`config.mk`:
```
export PLATFORM = sky130hd
export DESIGN_NAME = reg_access_arbiter
export DESIGN_NICKNAME = d
export VERILOG_FILES = /design/src/rtl/reg_arb_pkg.sv /design/src/rtl/reg_bank.sv /design/src/rtl/reg_access_arbiter.sv
export SDC_FILE = /design/constraint.sdc
export NUM_CORES = 1
export LEC_CHECK = 0
export ABC_AREA = 1
export CAP_MARGIN = 0
export CELL_PAD_IN_SITES_DETAIL_PLACEMENT = 0
export CELL_PAD_IN_SITES_GLOBAL_PLACEMENT = 1
export CORE_ASPECT_RATIO = 1.5
export CORE_MARGIN = 5
export CORE_UTILIZATION = 43
export DETAILED_ROUTE_END_ITERATION = 16
export GPL_TIMING_DRIVEN = 1
export PLACE_DENSITY = 0.87
export REMOVE_ABC_BUFFERS = 1
export SLEW_MARGIN = 25
export SYNTH_ARGS = -nofsm -noshare
export SYNTH_HDL_FRONTEND = slang
export SYNTH_HIERARCHICAL = 1
export SYNTH_SLANG_ARGS = --single-unit
```
`constraint.sdc`:
```
create_clock -name clk -period 13 [get_ports clk]
set_input_delay 3.25 -clock clk [delete_from_list [all_inputs] [get_ports clk]]
set_output_delay 3.25 -clock clk [all_outputs]
set_load 0.02 [all_outputs]
```
`src/rtl/reg_arb_pkg.sv`:
```
// -----------------------------------------------------------------------------
// reg_arb_pkg
// Shared definitions for the two-requester register access arbiter:
//   - default bank geometry (word width, register count, address width)
//   - priority state encoding used by the round-robin arbiter
//   - helper to size the internal register index
// No ports (package).
// -----------------------------------------------------------------------------
package reg_arb_pkg;

    localparam int REG_ARB_WORD_SIZE = 32;
    localparam int REG_ARB_NUM_REGS  = 8;
    localparam int REG_ARB_ADDR_W    = 3;

    // PRI0: requester 0 wins contention; PRI1: requester 1 wins contention.
    typedef enum logic {
        PRI0 = 1'b0,
        PRI1 = 1'b1
    } pri_state_t;

    // Width of an index that spans n entries (at least one bit).
    function automatic int idx_width(input int n);
        return (n > 1) ? $clog2(n) : 1;
    endfunction

endpackage

```
`src/rtl/reg_bank.sv`:
```
// -----------------------------------------------------------------------------
// reg_bank
// NUM_REGS x WORD_SIZE register storage with one write port and one
// combinational read port. Addresses at or above NUM_REGS are treated as
// holes: writes to them are discarded and reads from them return zero.
// All registers clear asynchronously on rst.
//
// Ports:
//   clk      in   clock, writes on rising edge
//   rst      in   asynchronous active-high clear of every register
//   wr_en    in   write strobe
//   wr_addr  in   write address [ADDR_W]
//   wr_data  in   write data [WORD_SIZE]
//   rd_addr  in   read address [ADDR_W]
//   rd_data  out  read data [WORD_SIZE], combinational
// -----------------------------------------------------------------------------
module reg_bank
    import reg_arb_pkg::*;
#(
    parameter int WORD_SIZE = REG_ARB_WORD_SIZE,
    parameter int NUM_REGS  = REG_ARB_NUM_REGS,
    parameter int ADDR_W    = REG_ARB_ADDR_W
) (
    input  logic                 clk,
    input  logic                 rst,
    input  logic                 wr_en,
    input  logic [ADDR_W-1:0]    wr_addr,
    input  logic [WORD_SIZE-1:0] wr_data,
    input  logic [ADDR_W-1:0]    rd_addr,
    output logic [WORD_SIZE-1:0] rd_data
);

    localparam int IDX_W = idx_width(NUM_REGS);

    logic                 wr_hit;
    logic                 rd_hit;
    logic [IDX_W-1:0]     wr_idx;
    logic [IDX_W-1:0]     rd_idx;
    logic [WORD_SIZE-1:0] reg_vec [NUM_REGS];

    // The full address is range-checked; only the low bits select the entry.
    assign wr_hit = wr_en && (32'(wr_addr) < NUM_REGS);
    assign rd_hit = (32'(rd_addr) < NUM_REGS);
    assign wr_idx = wr_addr[IDX_W-1:0];
    assign rd_idx = rd_addr[IDX_W-1:0];

    for (genvar gi = 0; gi < NUM_REGS; gi++) begin : g_reg
        logic [WORD_SIZE-1:0] word_q;

        always_ff @(posedge clk or posedge rst) begin
            if (rst) begin
                word_q <= '0;
            end else if (wr_hit && (wr_idx == IDX_W'(gi))) begin
                word_q <= wr_data;
            end
        end

        assign reg_vec[gi] = word_q;
    end

    assign rd_data = rd_hit ? reg_vec[rd_idx] : '0;

endmodule

```
`src/rtl/reg_access_arbiter.sv`:
```
// -----------------------------------------------------------------------------
// reg_access_arbiter
// Two requesters share one register bank; at most one access is granted per
// cycle. Grants are combinational from req and the priority state; a granted
// write lands in the bank on the same rising edge, a granted read returns its
// data one cycle later on the shared rdata bus, qualified by rvalid[i].
//
// Build option:
//   REG_ARB_ROUND_ROBIN_EN defined   -> round-robin contention (PRI0/PRI1 FSM)
//   REG_ARB_ROUND_ROBIN_EN undefined -> fixed priority, requester 0 always wins
//
// Ports:
//   clk     in   clock
//   rst     in   asynchronous active-high reset
//   req     in   [2] access request per requester
//   we      in   [2] write enable per requester (1 = write, 0 = read)
//   addr    in   [2*ADDR_W] requester i address at [i*ADDR_W +: ADDR_W]
//   wdata   in   [2*WORD_SIZE] requester i data at [i*WORD_SIZE +: WORD_SIZE]
//   gnt     out  [2] one-hot-or-zero grant, combinational
//   rvalid  out  [2] registered read-data valid per requester
//   rdata   out  [WORD_SIZE] registered shared read data
// -----------------------------------------------------------------------------
module reg_access_arbiter
    import reg_arb_pkg::*;
#(
    parameter int WORD_SIZE = REG_ARB_WORD_SIZE,
    parameter int NUM_REGS  = REG_ARB_NUM_REGS,
    parameter int ADDR_W    = REG_ARB_ADDR_W
) (
    input  logic                   clk,
    input  logic                   rst,
    input  logic [1:0]             req,
    input  logic [1:0]             we,
    input  logic [2*ADDR_W-1:0]    addr,
    input  logic [2*WORD_SIZE-1:0] wdata,
    output logic [1:0]             gnt,
    output logic [1:0]             rvalid,
    output logic [WORD_SIZE-1:0]   rdata
);

    // Per-requester views of the packed address and data buses.
    logic [ADDR_W-1:0]    addr_arr  [2];
    logic [WORD_SIZE-1:0] wdata_arr [2];

    for (genvar gi = 0; gi < 2; gi++) begin : g_unpack
        assign addr_arr[gi]  = addr[gi*ADDR_W +: ADDR_W];
        assign wdata_arr[gi] = wdata[gi*WORD_SIZE +: WORD_SIZE];
    end

    // -------------------------------------------------------------------------
    // Contention resolution
    // -------------------------------------------------------------------------
    logic contend_pick1;

`ifdef REG_ARB_ROUND_ROBIN_EN
    pri_state_t pri_q;

    // Whoever was granted last yields on the next contention. Cycles without
    // a grant (including a withdrawn request) leave the state alone.
    always_ff @(posedge clk or posedge rst) begin
        if (rst) begin
            pri_q <= PRI0;
        end else begin
            case (pri_q)
                PRI0: if (gnt[0]) pri_q <= PRI1;
                      else if (gnt[1]) pri_q <= PRI0;
                PRI1: if (gnt[1]) pri_q <= PRI0;
                      else if (gnt[0]) pri_q <= PRI1;
                default: pri_q <= PRI0;
            endcase
        end
    end

    assign contend_pick1 = (pri_q == PRI1);
`else
    assign contend_pick1 = 1'b0;
`endif

    // Held at zero throughout reset so nothing is accepted while clearing.
    always_comb begin
        gnt = 2'b00;
        if (!rst) begin
            case (req)
                2'b01:   gnt = 2'b01;
                2'b10:   gnt = 2'b10;
                2'b11:   gnt = contend_pick1 ? 2'b10 : 2'b01;
                default: gnt = 2'b00;
            endcase
        end
    end

    // -------------------------------------------------------------------------
    // Access steering into the bank
    // -------------------------------------------------------------------------
    logic                 sel;
    logic                 acc_wr;
    logic [ADDR_W-1:0]    acc_addr;
    logic [WORD_SIZE-1:0] acc_wdata;
    logic [WORD_SIZE-1:0] bank_rd;

    assign sel       = gnt[1];
    assign acc_addr  = addr_arr[sel];
    assign acc_wdata = wdata_arr[sel];
    assign acc_wr    = (|gnt) && we[sel];

    reg_bank #(
        .WORD_SIZE (WORD_SIZE),
        .NUM_REGS  (NUM_REGS),
        .ADDR_W    (ADDR_W)
    ) u_bank (
        .clk     (clk),
        .rst     (rst),
        .wr_en   (acc_wr),
        .wr_addr (acc_addr),
        .wr_data (acc_wdata),
        .rd_addr (acc_addr),
        .rd_data (bank_rd)
    );

    // -------------------------------------------------------------------------
    // Read return pipeline (one cycle)
    // -------------------------------------------------------------------------
    logic [1:0]           rvalid_d, rvalid_q;
    logic [WORD_SIZE-1:0] rdata_d,  rdata_q;

    // gnt is one-hot, so masking with ~we flags exactly the granted read.
    assign rvalid_d = gnt & ~we;
    assign rdata_d  = (|rvalid_d) ? bank_rd : rdata_q;

    always_ff @(posedge clk or posedge rst) begin
        if (rst) begin
            rvalid_q <= 2'b00;
            rdata_q  <= '0;
        end else begin
            rvalid_q <= rvalid_d;
            rdata_q  <= rdata_d;
        end
    end

    assign rvalid = rvalid_q;
    assign rdata  = rdata_q;

endmodule

```
==> flow_summary_export.csv <==
group,metric,value,unit
run_status,status,"completed",
critical_path,crit_type,"primary input to output port",
layout,regArea,7260,sq um
yosys,yosys.area.top_type_share,0.507,
critical_path,r2r-end,"rdata[20]$_DFFE_PP0P_",
timing,maxSlewHeadroom,0.360,
die,die-width,159,um
cts,clockRootBuffer,"clkbuf_16",
timing,fmax,0.117,GHz
routing,first_iter_violations,986,
yosys,ys_ff_latch,290,
die,fp.dieH,234,um
critical_path,worstPathMaxFanout,36,
critical_path,cp.arrival,5.31,ns
cts,ctsHoldBuffers,0,
cts,ctsResizeCount,0,
grt,grt_pass1_vias,12100,
timing,setup_viol_count_final,0,
yosys,synthTopCellsByArea,"dfrtp_1 (51%), nand2_1 (22%), o21ai_0 (8.8%)",
die,start_util,0.432,
layout,antennaDiodeCount,0,
critical_path,start_kind,"primary input",
layout,final_util,0.500,
routing,drt-vias-per-instance,4.93,
critical_path,reg2regPathDepth,8,
power,power_density,169,nW/um^2
layout,nets,2110,
routing,drc_errors,0,
worst_hold_path,holdPathEnd,"u_bank/g_reg[0].word_q[25]$_DFFE_PP0P_",
timing,rsz0062_at_grt,"false",
layout,multi_input_area,5410,sq um
place,io_buffer_count,111,
grt,grt_usage,0.201,
die,rows,82,
yosys,synth_cells,1984,
critical_path,r2r-start,"u_bank/g_reg[0].word_q[20]$_DFFE_PP0P_",
layout,fillCellCount,3288,
critical_path,crit_chain,"clkdlybuf4s50_1 > inv_2 > buf_4 > nand2_1 > inv_2 > clkdlybuf4s50_1",
die,core,33100,sq um
grt,antenna_found_initial,0,
layout,syn_to_final_growth,15.8,%
layout,drive_above_1_share,0.0433,
timing,worst_pin_slew,0.958,ns
routing,antenna_left,0,
yosys,yosysSeqAreaShare,0.507,
critical_path,crit_path_end_kind,"output port",
cts,numCtsBuffers,29,
place,dp_hpwl,21.3,mm
layout,layoutNonFillerInstCount,2477,
routing,dr_total_vias,12200,
worst_hold_path,min_path_cells,2,
timing,fin_skew,0.0115,ns
job,maxCapViolCount,0,
yosys,yosys_warnings,6,
grt,grt_max_degree,119,
place,gp_congestion,0.750,
yosys,syn_area,14300,sq um
worst_hold_path,hp-start,"u_bank/g_reg[0].word_q[25]$_DFFE_PP0P_",
yosys,syn_avg_cell_area,7.22,sq um
cts,cts.clk_slew.worst_paths,0.06,ns
yosys,post-synth-top-area-cell,"dfrtp_1",
timing,min_period,8.56,ns
yosys,synthDistinctLibCells,22,
layout,layout_commonest_cell,"nand2_1",
power,p_leak,8.84,nW
timing,min_period_over_period,0.658,
critical_path,r2r_slack,11.92,ns
place,dp_cells,2423,
critical_path,slowest_stage,"clkdlybuf4s50_1",
cts,clock_sinks,290,
grt,grt_overflow,0,
critical_path,cp.required,9.75,ns
grt,grt_pass1_wl,61.9,mm
power,vdd_drop_max,0.0957,mV
routing,drt-total-wl,37.3,mm
routing,wl_per_cell,15.1,um
routing,dr.pass1.iters,5,
die,die-area,37100,sq um
cts,clock_latency,0.56,ns
cts,cts_tree,"done",
cts,cts_max_level,1,
timing,hold_viol_final,0,
die,top_level_ports,112,
timing,slew_viol_final,0,
worst_hold_path,hold_path_class,"register to register",
layout,layout_common_cells,"nand2_1 (842), inv_1 (298), dfrtp_1 (290)",
timing,holdWs,0.480,ns
cts,clock_path_buffers,3,
cts,cts_setup_buffers,0,
timing,finalSetupTns,0,ns
critical_path,cpPeakStageDelay,0.61,ns
## metrics by stage
step	cell area (sq um)	power (mW)	setup WS [ns]
CTS	16600	2.83	4.38
detailed placement	15600	1.97	4.39
floorplan	13800	1.76	2.71
finish	16600	2.80	4.44
global placement	15600	1.94	4.39
global route	16600	3.01	4.29
## worst max-delay path: cells and delay by family
family                 cells  cell delay, ns
and+or+nand+nor            1            0.16
buffers and inverters      5            1.89
## synthesized netlist by cell type
cell,instances
inv_2,3
nor2_4,1
nor2_2,1
nand3_1,160
dfrtp_1,290
clkbuf_2,3
nor2_1,3
nand3_4,1
buf_2,49
buf_6,3
buf_1,12
nand2_2,5
inv_4,1
nand2_4,3
nand2_1,845
o21ai_1,4
inv_1,301
buf_4,6
o21ai_0,253
nand3_2,1
clkbuf_1,38
nor3_4,1
## how the worst max path moves through the flow
stage                     start                                    end
after CTS                   rst                                 gnt[0]
after global placement      rst                                 gnt[0]
after global routing        rst                                 gnt[0]
after detailed placement    rst                                 gnt[0]
after floorplan             rst  u_bank/g_reg[0].word_q[0]$_DFFE_PP0P_
final                       rst                                 gnt[0]
## power by group
part / switching, mW / total (mW) / leakage (nW) / internal, mW
sequential: 0.127 / 1.29 / 3.68 / 1.16
clock: 0.354 / 0.855 / 0.472 / 0.501
combinational: 0.391 / 0.660 / 4.68 / 0.269
total: 0.872 / 2.80 / 8.84 / 1.93
## state kept, by name (all words and copies together), names as in the netlist
register	count
u_bank/g.word_q	256
rvalid	2
rdata	32
## layer usage
layer  routed length, um  vias to the layer above  track usage
li1                    -                     6108            -
met1               16300                     5802        0.252
met2               18700                      264        0.370
met3                1550                       47       0.0185
met4                 744                        0       0.0520
met5                   0                        -            0
## cells by family after synthesis
group                  Yosys count  share of synthesized area
flip-flops                     290                      0.507
AND/OR/NAND/NOR               1021                      0.287
AO/OA/AOI/OAI                  257                     0.0898
buffers and inverters          416                      0.117
## area by class of cell
cell class                 instances  area share
sequential                       290       0.438
timing repair buffer             130      0.0756
inverter                         305      0.0698
tap                              420      0.0317
clock inverter                    14      0.0100
clock buffer                      40      0.0493
multi-input combinational       1278       0.326
No activity file was read; power rests on OpenSTA's default activity.
